<file path="src/rtl/md5_apb_pkg.sv">
// Shared types and constants for the MD5 APB requester and its padding buffer.
// The byte-swap helper matches the core's little-endian length convention.
package md5_apb_pkg;

    typedef enum logic [3:0] {
        IDLE,
        COLLECT,
        WR_SETUP,
        WR_ACCESS,
        HASH_SETUP,
        HASH_WAIT,
        RD_SETUP,
        RD_ACCESS,
        DONE
    } state_t;

    localparam logic [4:0] MSG_BASE    = 5'h00;
    localparam logic [4:0] DIGEST_BASE = 5'h10;
    localparam logic [7:0] PAD_BYTE    = 8'h80;

    function automatic logic [31:0] byte_swap(input logic [31:0] word);
        return {word[7:0], word[15:8], word[23:16], word[31:24]};
    endfunction

endpackage

</file>
<file path="src/rtl/md5_pad_buffer.sv">
// 64-byte message store with a combinational padded-word view.
// Bytes past the message length are synthesised, so stale contents never leak into a block.
module md5_pad_buffer
    import md5_apb_pkg::*;
(
    input  logic        clk,
    input  logic        rst_n,
    input  logic        clear,
    input  logic        wr_en,
    input  logic [5:0]  wr_addr,
    input  logic [7:0]  wr_data,
    input  logic [5:0]  len,
    input  logic [3:0]  word_idx,
    output logic [31:0] word_out
);

    logic [7:0] mem [64];
    logic [8:0] bit_len;
    logic [5:0] byte_addr;
    logic [7:0] pad_byte;

    always_ff @(posedge clk or negedge rst_n) begin
        if (!rst_n) begin
            for (int k = 0; k < 64; k++) mem[k] <= '0;
        end else if (clear) begin
            for (int k = 0; k < 64; k++) mem[k] <= '0;
        end else if (wr_en) begin
            mem[wr_addr] <= wr_data;
        end
    end

    assign bit_len = {len, 3'b000};

    // Word 14 carries the bit length; len <= 55 keeps bytes 56..63 out of the message area.
    always_comb begin
        word_out  = '0;
        byte_addr = '0;
        pad_byte  = '0;
        for (int j = 0; j < 4; j++) begin
            byte_addr = {word_idx, 2'(j)};
            if (byte_addr < len)
                pad_byte = mem[byte_addr];
            else if (byte_addr == len)
                pad_byte = PAD_BYTE;
            else
                pad_byte = '0;
            word_out[31 - 8*j -: 8] = pad_byte;
        end
        if (word_idx == 4'd14)
            word_out = byte_swap({23'd0, bit_len});
        else if (word_idx == 4'd15)
            word_out = '0;
    end

endmodule

</file>
<file path="src/rtl/md5_apb_driver.sv">
// APB requester for the MD5 core: collects a single-block message, writes the
// padded words, holds the hash access until ready, then reads back the digest.
module md5_apb_driver
    import md5_apb_pkg::*;
#(
    parameter int TIMEOUT = 256,
    parameter int MAX_LEN = 55
) (
    input  logic         PCLK_IN,
    input  logic         PRESETn_IN,
    input  logic         start_in,
    input  logic [5:0]   len_in,
    input  logic         byte_valid_in,
    input  logic [7:0]   byte_in,
    output logic         byte_ready_out,
    output logic         PSEL_OUT,
    output logic         PENABLE_OUT,
    output logic         PWRITE_OUT,
    output logic [4:0]   PADDR_OUT,
    output logic [31:0]  PWDATA_OUT,
    input  logic [31:0]  PRDATA_IN,
    input  logic         PREADY_IN,
    output logic         busy_out,
    output logic         done_out,
    output logic         err_out,
    output logic [127:0] digest_out
);

    localparam int CNT_W = $clog2(TIMEOUT + 1);

    state_t            state;
    state_t            state_next;
    logic [5:0]        len_q;
    logic [5:0]        byte_cnt;
    logic [3:0]        word_idx;
    logic [1:0]        rd_idx;
    logic [CNT_W-1:0]  timeout_cnt;
    logic              err_q;
    logic [31:0]       last_wdata;
    logic [0:3][31:0]  digest_q;
    logic [31:0]       word_data;

    logic start_ok;
    logic start_bad;
    logic byte_fire;
    logic hash_timeout;
    logic rd_fire;

    assign start_ok     = (state == IDLE) && start_in && (len_in <= 6'(MAX_LEN));
    assign start_bad    = (state == IDLE) && start_in && (len_in > 6'(MAX_LEN));
    assign byte_fire    = (state == COLLECT) && byte_valid_in;
    assign hash_timeout = (state == HASH_WAIT) && !PREADY_IN
                          && (timeout_cnt == CNT_W'(TIMEOUT - 1));
    assign rd_fire      = (state == RD_ACCESS) && PREADY_IN;

    md5_pad_buffer u_pad_buffer (
        .clk      (PCLK_IN),
        .rst_n    (PRESETn_IN),
        .clear    (start_ok),
        .wr_en    (byte_fire),
        .wr_addr  (byte_cnt),
        .wr_data  (byte_in),
        .len      (len_q),
        .word_idx (word_idx),
        .word_out (word_data)
    );

    always_ff @(posedge PCLK_IN or negedge PRESETn_IN) begin
        if (!PRESETn_IN) state <= IDLE;
        else             state <= state_next;
    end

    // Word and read indices wrap to zero after their last beat, ready for the next job.
    always_ff @(posedge PCLK_IN or negedge PRESETn_IN) begin
        if (!PRESETn_IN) begin
            len_q       <= '0;
            byte_cnt    <= '0;
            word_idx    <= '0;
            rd_idx      <= '0;
            timeout_cnt <= '0;
            err_q       <= 1'b0;
            last_wdata  <= '0;
            digest_q    <= '0;
        end else begin
            err_q <= start_bad || hash_timeout;
            if (start_ok) begin
                len_q    <= len_in;
                byte_cnt <= '0;
                word_idx <= '0;
                rd_idx   <= '0;
            end
            if (byte_fire)
                byte_cnt <= byte_cnt + 6'd1;
            if (state == WR_ACCESS) begin
                last_wdata <= word_data;
                word_idx   <= word_idx + 4'd1;
            end
            if (state == HASH_SETUP)
                timeout_cnt <= '0;
            else if (state == HASH_WAIT)
                timeout_cnt <= timeout_cnt + 1'b1;
            if (rd_fire) begin
                digest_q[rd_idx] <= PRDATA_IN;
                rd_idx           <= rd_idx + 2'd1;
            end
        end
    end

    always_comb begin
        state_next     = state;
        PSEL_OUT       = 1'b0;
        PENABLE_OUT    = 1'b0;
        PWRITE_OUT     = 1'b0;
        PADDR_OUT      = MSG_BASE;
        PWDATA_OUT     = last_wdata;
        byte_ready_out = 1'b0;
        done_out       = 1'b0;
        unique case (state)
            IDLE: begin
                if (start_ok)
                    state_next = (len_in == 6'd0) ? WR_SETUP : COLLECT;
            end
            COLLECT: begin
                byte_ready_out = 1'b1;
                if (byte_fire && (byte_cnt == len_q - 6'd1))
                    state_next = WR_SETUP;
            end
            WR_SETUP: begin
                PSEL_OUT   = 1'b1;
                PWRITE_OUT = 1'b1;
                PADDR_OUT  = MSG_BASE + {1'b0, word_idx};
                PWDATA_OUT = word_data;
                state_next = WR_ACCESS;
            end
            WR_ACCESS: begin
                PSEL_OUT    = 1'b1;
                PENABLE_OUT = 1'b1;
                PWRITE_OUT  = 1'b1;
                PADDR_OUT   = MSG_BASE + {1'b0, word_idx};
                PWDATA_OUT  = word_data;
                state_next  = (word_idx == 4'd15) ? HASH_SETUP : WR_SETUP;
            end
            HASH_SETUP: begin
                PSEL_OUT   = 1'b1;
                PADDR_OUT  = DIGEST_BASE;
                state_next = HASH_WAIT;
            end
            HASH_WAIT: begin
                PSEL_OUT    = 1'b1;
                PENABLE_OUT = 1'b1;
                PADDR_OUT   = DIGEST_BASE;
                if (PREADY_IN)
                    state_next = RD_SETUP;
                else if (hash_timeout)
                    state_next = IDLE;
            end
            RD_SETUP: begin
                PSEL_OUT   = 1'b1;
                PADDR_OUT  = DIGEST_BASE + {3'b000, rd_idx};
                state_next = RD_ACCESS;
            end
            RD_ACCESS: begin
                PSEL_OUT    = 1'b1;
                PENABLE_OUT = 1'b1;
                PADDR_OUT   = DIGEST_BASE + {3'b000, rd_idx};
                if (rd_fire)
                    state_next = (rd_idx == 2'd3) ? DONE : RD_SETUP;
            end
            DONE: begin
                done_out   = 1'b1;
                state_next = IDLE;
            end
            default: state_next = IDLE;
        endcase
    end

    assign busy_out   = (state != IDLE) && (state != DONE);
    assign err_out    = err_q;
    assign digest_out = digest_q;

endmodule

</file>
<file path="config.mk">
export PLATFORM = sky130hd
export DESIGN_NAME = md5_apb_driver
export DESIGN_NICKNAME = d
export VERILOG_FILES = /design/src/rtl/md5_apb_pkg.sv /design/src/rtl/md5_pad_buffer.sv /design/src/rtl/md5_apb_driver.sv
export SDC_FILE = /design/constraint.sdc
export NUM_CORES = 1
export LEC_CHECK = 0
export ABC_AREA = 0
export BUFFER_PORTS_ARGS = -buffer_cell sky130_fd_sc_hd__buf_2
export CAP_MARGIN = 15
export CORE_AREA = 5 5 248 274
export DETAILED_ROUTE_END_ITERATION = 10
export DIE_AREA = 0 0 253 279
export PLACE_DENSITY_LB_ADDON = 0.2
export SKIP_CTS_REPAIR_TIMING = 1
export SYNTH_ARGS = -nofsm -noshare
export SYNTH_HDL_FRONTEND = slang
export SYNTH_SLANG_ARGS = --single-unit
</file>
<file path="constraint.sdc">
create_clock -name PCLK_IN -period 8.16 [get_ports PCLK_IN]
set_input_delay 2.04 -clock PCLK_IN [delete_from_list [all_inputs] [get_ports PCLK_IN]]
set_output_delay 2.04 -clock PCLK_IN [all_outputs]
set_load 0.005 [all_outputs]
</file>
# ---- Word-level counts from Yosys, hierarchy flattened
# Index checks and enable logic that the tools add are counted.
dict set report word_totals {
  word_cells 204
  register_bits 704
  inputBits 51
  output_inout_bits 172
}
dict set report classes {
  n_eq_ne 22
  reduce_logical 26
  bitwise 6
  n_mux 54
  order_cmp 14
  addsub 6
}
# operator n
set op_table {}
lappend op_table {{two-way mux 512 bit} 2}
lappend op_table {{bitwise mux 512 bit} 1}
lappend op_table {{binary-select mux 8 bit (select 6 bit)} 4}
lappend op_table {{two-way mux 8 bit} 17}
lappend op_table {{bitwise mux 128 bit} 1}
lappend op_table {{two-way mux 32 bit} 4}
lappend op_table {{demux 32 bit (select 2 bit)} 1}
lappend op_table {{demux 8 bit (select 6 bit)} 1}
lappend op_table {{>= comparator 7 bit (second input constant)} 5}
lappend op_table {{inverter 6 -> 7 bit} 5}
lappend op_table {{two-way mux 4 bit} 8}
lappend op_table {{case mux 4 bit (8 select lines)} 1}
lappend op_table {{equality test 6 bit} 5}
lappend op_table {{less-than comparator 6 bit} 4}
lappend op_table {{two-way mux 9 bit} 2}
lappend op_table {{equality test 4 x 3 -> 1 bit (second input constant)} 4}
lappend op_table {{case mux 5 bit (3 select lines)} 1}
lappend op_table {{equality test 4 bit (second input constant)} 3}
lappend op_table {{two-way mux 6 bit} 2}
lappend op_table {{logical AND 1 bit} 11}
lappend op_table {{adder 9 x 1 -> 9 bit (second input constant)} 1}
lappend op_table {{equality test 9 x 8 -> 1 bit (second input constant)} 1}
lappend op_table {{equality test 4 x 2 -> 1 bit (second input constant)} 2}
lappend op_table {{nonzero test 2 bit} 4}
lappend op_table {{other kinds (29)} 38}

# ---- Longest topological paths before layout
dict set report depth {
  depth_word 8
  depth_mapped 10
  depth_no_buf 8
}

# ---- Cells and area by module
# From an unflattened synthesis, not the netlist that was laid out.
dict set report unflattened {
  hier_cells 3311
  hier_area_um2 33886.2
}
# mod n_inst cells_per_inst area_each_um2 seq_area_each_um2
set by_module_without_submodules {}
lappend by_module_without_submodules {md5_pad_buffer 1 2661 25167.9 12562.0}
lappend by_module_without_submodules {md5_apb_driver 1 650 8718.4 4804.6}

# ---- Least setup slack after synthesis
# OpenSTA, ideal clock, no wires.
dict set report synth_path {
  kind {flip-flop to output port}
  startpoint {register word_idx[0]}
  endpoint {output port PWDATA_OUT[16]}
  arrival_time_ps 2664
  n_path_buf 3
  stages_incl_launch_ff 11
  path_slack_ps 3456
  path_cell_list {dfrtp_1 buf_6 buf_2 buf_2 inv_1 ha_1 o211ai_1 and2_1 nand2_1 nor3_1 a221o_1}
}
dict set report synth_between {
  elab_chain_len 8
  word_cells_on_any_way 11
  classes_between {order compare (1); eq/ne (2); mux (7); bitwise (1)}
}
# element line
set synth_rtl {}
lappend synth_rtl {{start: declaration} md5_apb_driver.sv:35} ;# logic [3:0] word_idx;
lappend synth_rtl {{start signal: assignment} md5_apb_driver.sv:96} ;# word_idx <= word_idx + 4'd1;
lappend synth_rtl {{inverter 6 -> 7 bit (implied by the code)} md5_pad_buffer.sv:42} ;# pad_byte = mem[byte_addr];
lappend synth_rtl {{binary-select mux 8 bit (select 6 bit)} md5_pad_buffer.sv:42}
lappend synth_rtl {{two-way mux 8 bit (implied by the code) (2 in series)} md5_pad_buffer.sv:42}
lappend synth_rtl {{two-way mux 8 bit} md5_pad_buffer.sv:41} ;# if (byte_addr < len)
lappend synth_rtl {{two-way mux 32 bit} md5_pad_buffer.sv:51} ;# else if (word_idx == 4'd15)
lappend synth_rtl {{two-way mux 32 bit *} md5_pad_buffer.sv:49} ;# if (word_idx == 4'd14)
lappend synth_rtl {{two-way mux 32 bit *} md5_apb_driver.sv:118} ;# unique case (state)
lappend synth_rtl {{end: declaration} md5_apb_driver.sv:20} ;# output logic [31:0] PWDATA_OUT,
# Every way passes the cells marked *; elsewhere a longest branch is shown, timed or not. The select of a mux whose other input is x is not followed.

# ---- Worst setup path after layout
# Same ends and word-level chain as after synthesis.

==> qor.yml <==
status: "finished clean"
yosysUniqueCellTypes: 62
p_int_w: 0.006290
first_pass_iters: 6
final_area_mm2: 0.03665
tns_ns: 0
syn_inst: 3184
maxCapViolCount: 0
viasPerCell: 5.836
fin_total_pwr_w: 0.009086
worstPathMaxFanout: 48
synth_edf_count: 0
clock_skew_ns: 0.02005
cp.arrival_ns: 4.27
clkPwrFrac_pct: 35.6
combPwrFrac_pct: 20.2
p_switching_w: 0.002796
die_x_um: 253
antenna_cells: 0
nFillCells: 5403
drc: 0
synth_top_cell_by_area: "dfrtp_1"
cp-start-kind: "flop"
grt_util_all_layers_pct: 24.20
power_frac_seq_pct: 44.2
yosysSeqAreaShare_pct: 53.72
wirelength_um: 86380
hold_viol_final: 0
worst_pin_slew_ns: 1.212
finalMaxSlewViolations: 0
synthFlopType: "dfrtp_1"
worstSkewPairLatency_ns: 0.61
io_buffers: 222
syn-num-nets: 3252
max_freq_mhz: 158.4
antenna_found_initial: 1
place_hpwl_um: 54820
rsz0062_at_grt: "false"
setup_viol: 0
whs_ns: 0.4829
drt_iter0_drc: 2367
coreArea_mm2: 0.06474
p_sw_share_pct: 30.77
routedWlPerCell_um: 20.67
ys_ff_latch: 704
timing.final.ws_setup_ns: 1.845
path_class: "flop to output port"
grt_max_degree: 257
postSynthAreaPerCell_um2: 10.30
ioPinCount: 223
p_leak_nw: 16.51
row_count: 98
numCtsBuffers: 71
clk_pin_slew_worst_paths_ns: 0.06
num_vias: 24390
fin_crit_sh_pct: 77.39
cts_root_buffer: "clkbuf_16"
grt_pass1_wl_um: 138000
numClockSinks: 704
synth_area_leaders: "dfrtp_1, nand2_1, mux4_2"
area_growth_pct: 11.76
cts_buffer_depth: 3
initial_core_util_pct: 50.65
synthesis.area_mm2: 0.03279
final_nets: 3347
synth-async-reset-ratio_pct: 100.0
cts_tree: "built"
grt_pass1_vias: 24490
die_y_um: 279
placed_area_mm2: 0.03421
yosysWarnings: 0
power_density_mw_per_mm2: 247.9
final_antenna_net_count: 0
netlist.area_leader.share_pct: 53.72
gp_congestion: 0.8489
dieArea_mm2: 0.07059
htree_num_levels: 3
vdd_ir_drop_max_v: 0.0002457
preCtsSetupSlack_ns: 2.412
worstPathRequired_ns: 6.12
gr-total-overflow: 0
critical_path.endpoint_type: "output port"
relSlewSlack_pct: 18.92
fin_crit_ns: 6.315
drive_gt1_share_pct: 19.22
holdCritPathClass: "flop to flop"
[metal layers]
| layer | GRT usage [%] | vias to the layer above | wire, µm |
|---|---|---|---|
| met4 | 7.587 | 2 | 2172 |
| li1 | - | 11080 | - |
| met2 | 39.86 | 848 | 41740 |
| met3 | 4.695 | 133 | 6145 |
| met1 | 32.87 | 12330 | 36310 |
| met5 | 0 | - | 13 |
[cells in the mapped netlist (5+ instances only)]
| cell | count |
|---|---|
| a22o_1 | 52 |
| a211oi_1 | 8 |
| nor2b_1 | 9 |
| buf_1 | 7 |
| nand4_1 | 8 |
| nand3_1 | 21 |
| mux2i_1 | 40 |
| and2_1 | 8 |
| dfrtp_1 | 704 |
| and3_1 | 5 |
| o21ai_0 | 378 |
| nand2_1 | 1010 |
| o21ai_1 | 131 |
| clkbuf_1 | 163 |
| a221o_1 | 12 |
| mux2_1 | 47 |
| nor2_1 | 140 |
| ha_1 | 17 |
| nor3_1 | 7 |
| mux2_2 | 83 |
| buf_2 | 77 |
| inv_1 | 20 |
| a21oi_1 | 17 |
| mux4_2 | 154 |
[kinds of logic after synthesis]
group,after synthesis,synth area share [%]
buffers and inverters,276,3.755
and+or+nand+nor,1237,14.96
adders and majority gates,17,0.6486
muxes,324,16.26
DFF,704,53.72
AOI/OAI and AO/OA,620,10.49
xor gates and xnor gates,6,0.1603
[placed cells by master (no fill, tap or decap), drive strengths merged, types with 9 or more instances in the layout]
master,n
mux4,154
mux2,130
buf,277
nand3,23
nor2b,9
and2,10
clkbuf,110
a22o,52
nand4,9
o21ai,509
a21oi,17
mux2i,40
a221o,12
clkinv,9
dfrtp,704
inv,22
nor2,144
nand2,1010
ha,17
[worst max-delay path: stages, from the launching register on]
cell	delay [ns]
dfrtp_4	1.06
buf_4	0.82
mux4_2	0.61
mux4_2	0.55
a221o_1	0.40
buf_2	0.15
[state kept, by name (all words and copies together) (netlist names)]
| name | count |
|---|---|
| u_pad_buffer.mem | 512 |
| len_q | 6 |
| rd_idx | 2 |
| state | 4 |
| word_idx | 4 |
| timeout_cnt | 9 |
| last_wdata | 32 |
| digest_out | 128 |
| byte_cnt | 6 |
| err_out | 1 |
[power by group through the flow]
| stage | logic (W) | clock network (W) | registers [W] |
|---|---|---|---|
| 3_5_place_dp | 0.00184 | 0 | 0.00407 |
| 5_1_grt | 0.00200 | 0.00343 | 0.00405 |
| 2_1_floorplan | 0.00137 | 0 | 0.00390 |
| 4_1_cts | 0.00184 | 0.00329 | 0.00402 |
| 3_3_place_gp | 0.00178 | 0 | 0.00406 |
| 6_report | 0.00183 | 0.00324 | 0.00402 |
[metrics by stage]
step           cells  util (%)
2_1_floorplan   3184         -
3_3_place_gp    4040     52.82
3_5_place_dp    4041     52.83
4_1_cts         4164     56.37
5_1_grt         4179     56.61
6_report        4179     56.61
[final timing paths]
kind	slack, ns	from	depth (start not counted)	end
worst max-delay path	1.85	word_idx[0]	5	PWDATA_OUT[16]
worst min-delay path	0.48	digest_out[73]	1	digest_out[73]
worst max register to register	4.57	word_idx[0]	5	last_wdata[31]
worst min register to register	0.48	digest_out[73]	1	digest_out[73]
max in group asynchronous	5.14	PRESETn_IN	2	u_pad_buffer.mem[402]
min in group asynchronous	1.49	PRESETn_IN	1	digest_out[29]
[final cells by class]
cell class	count	area, µm²	area share, %
Clock buffer	109	2173	5.930
Clock inverter	14	118.9	0.3243
Inverter	20	75.07	0.2048
Multi-Input combinational cell	2204	13950	38.05
Sequential cell	704	17630	48.11
Tap cell	850	1064	2.902
Timing Repair Buffer	278	1642	4.479
No activity file was read; power rests on OpenSTA's default activity.
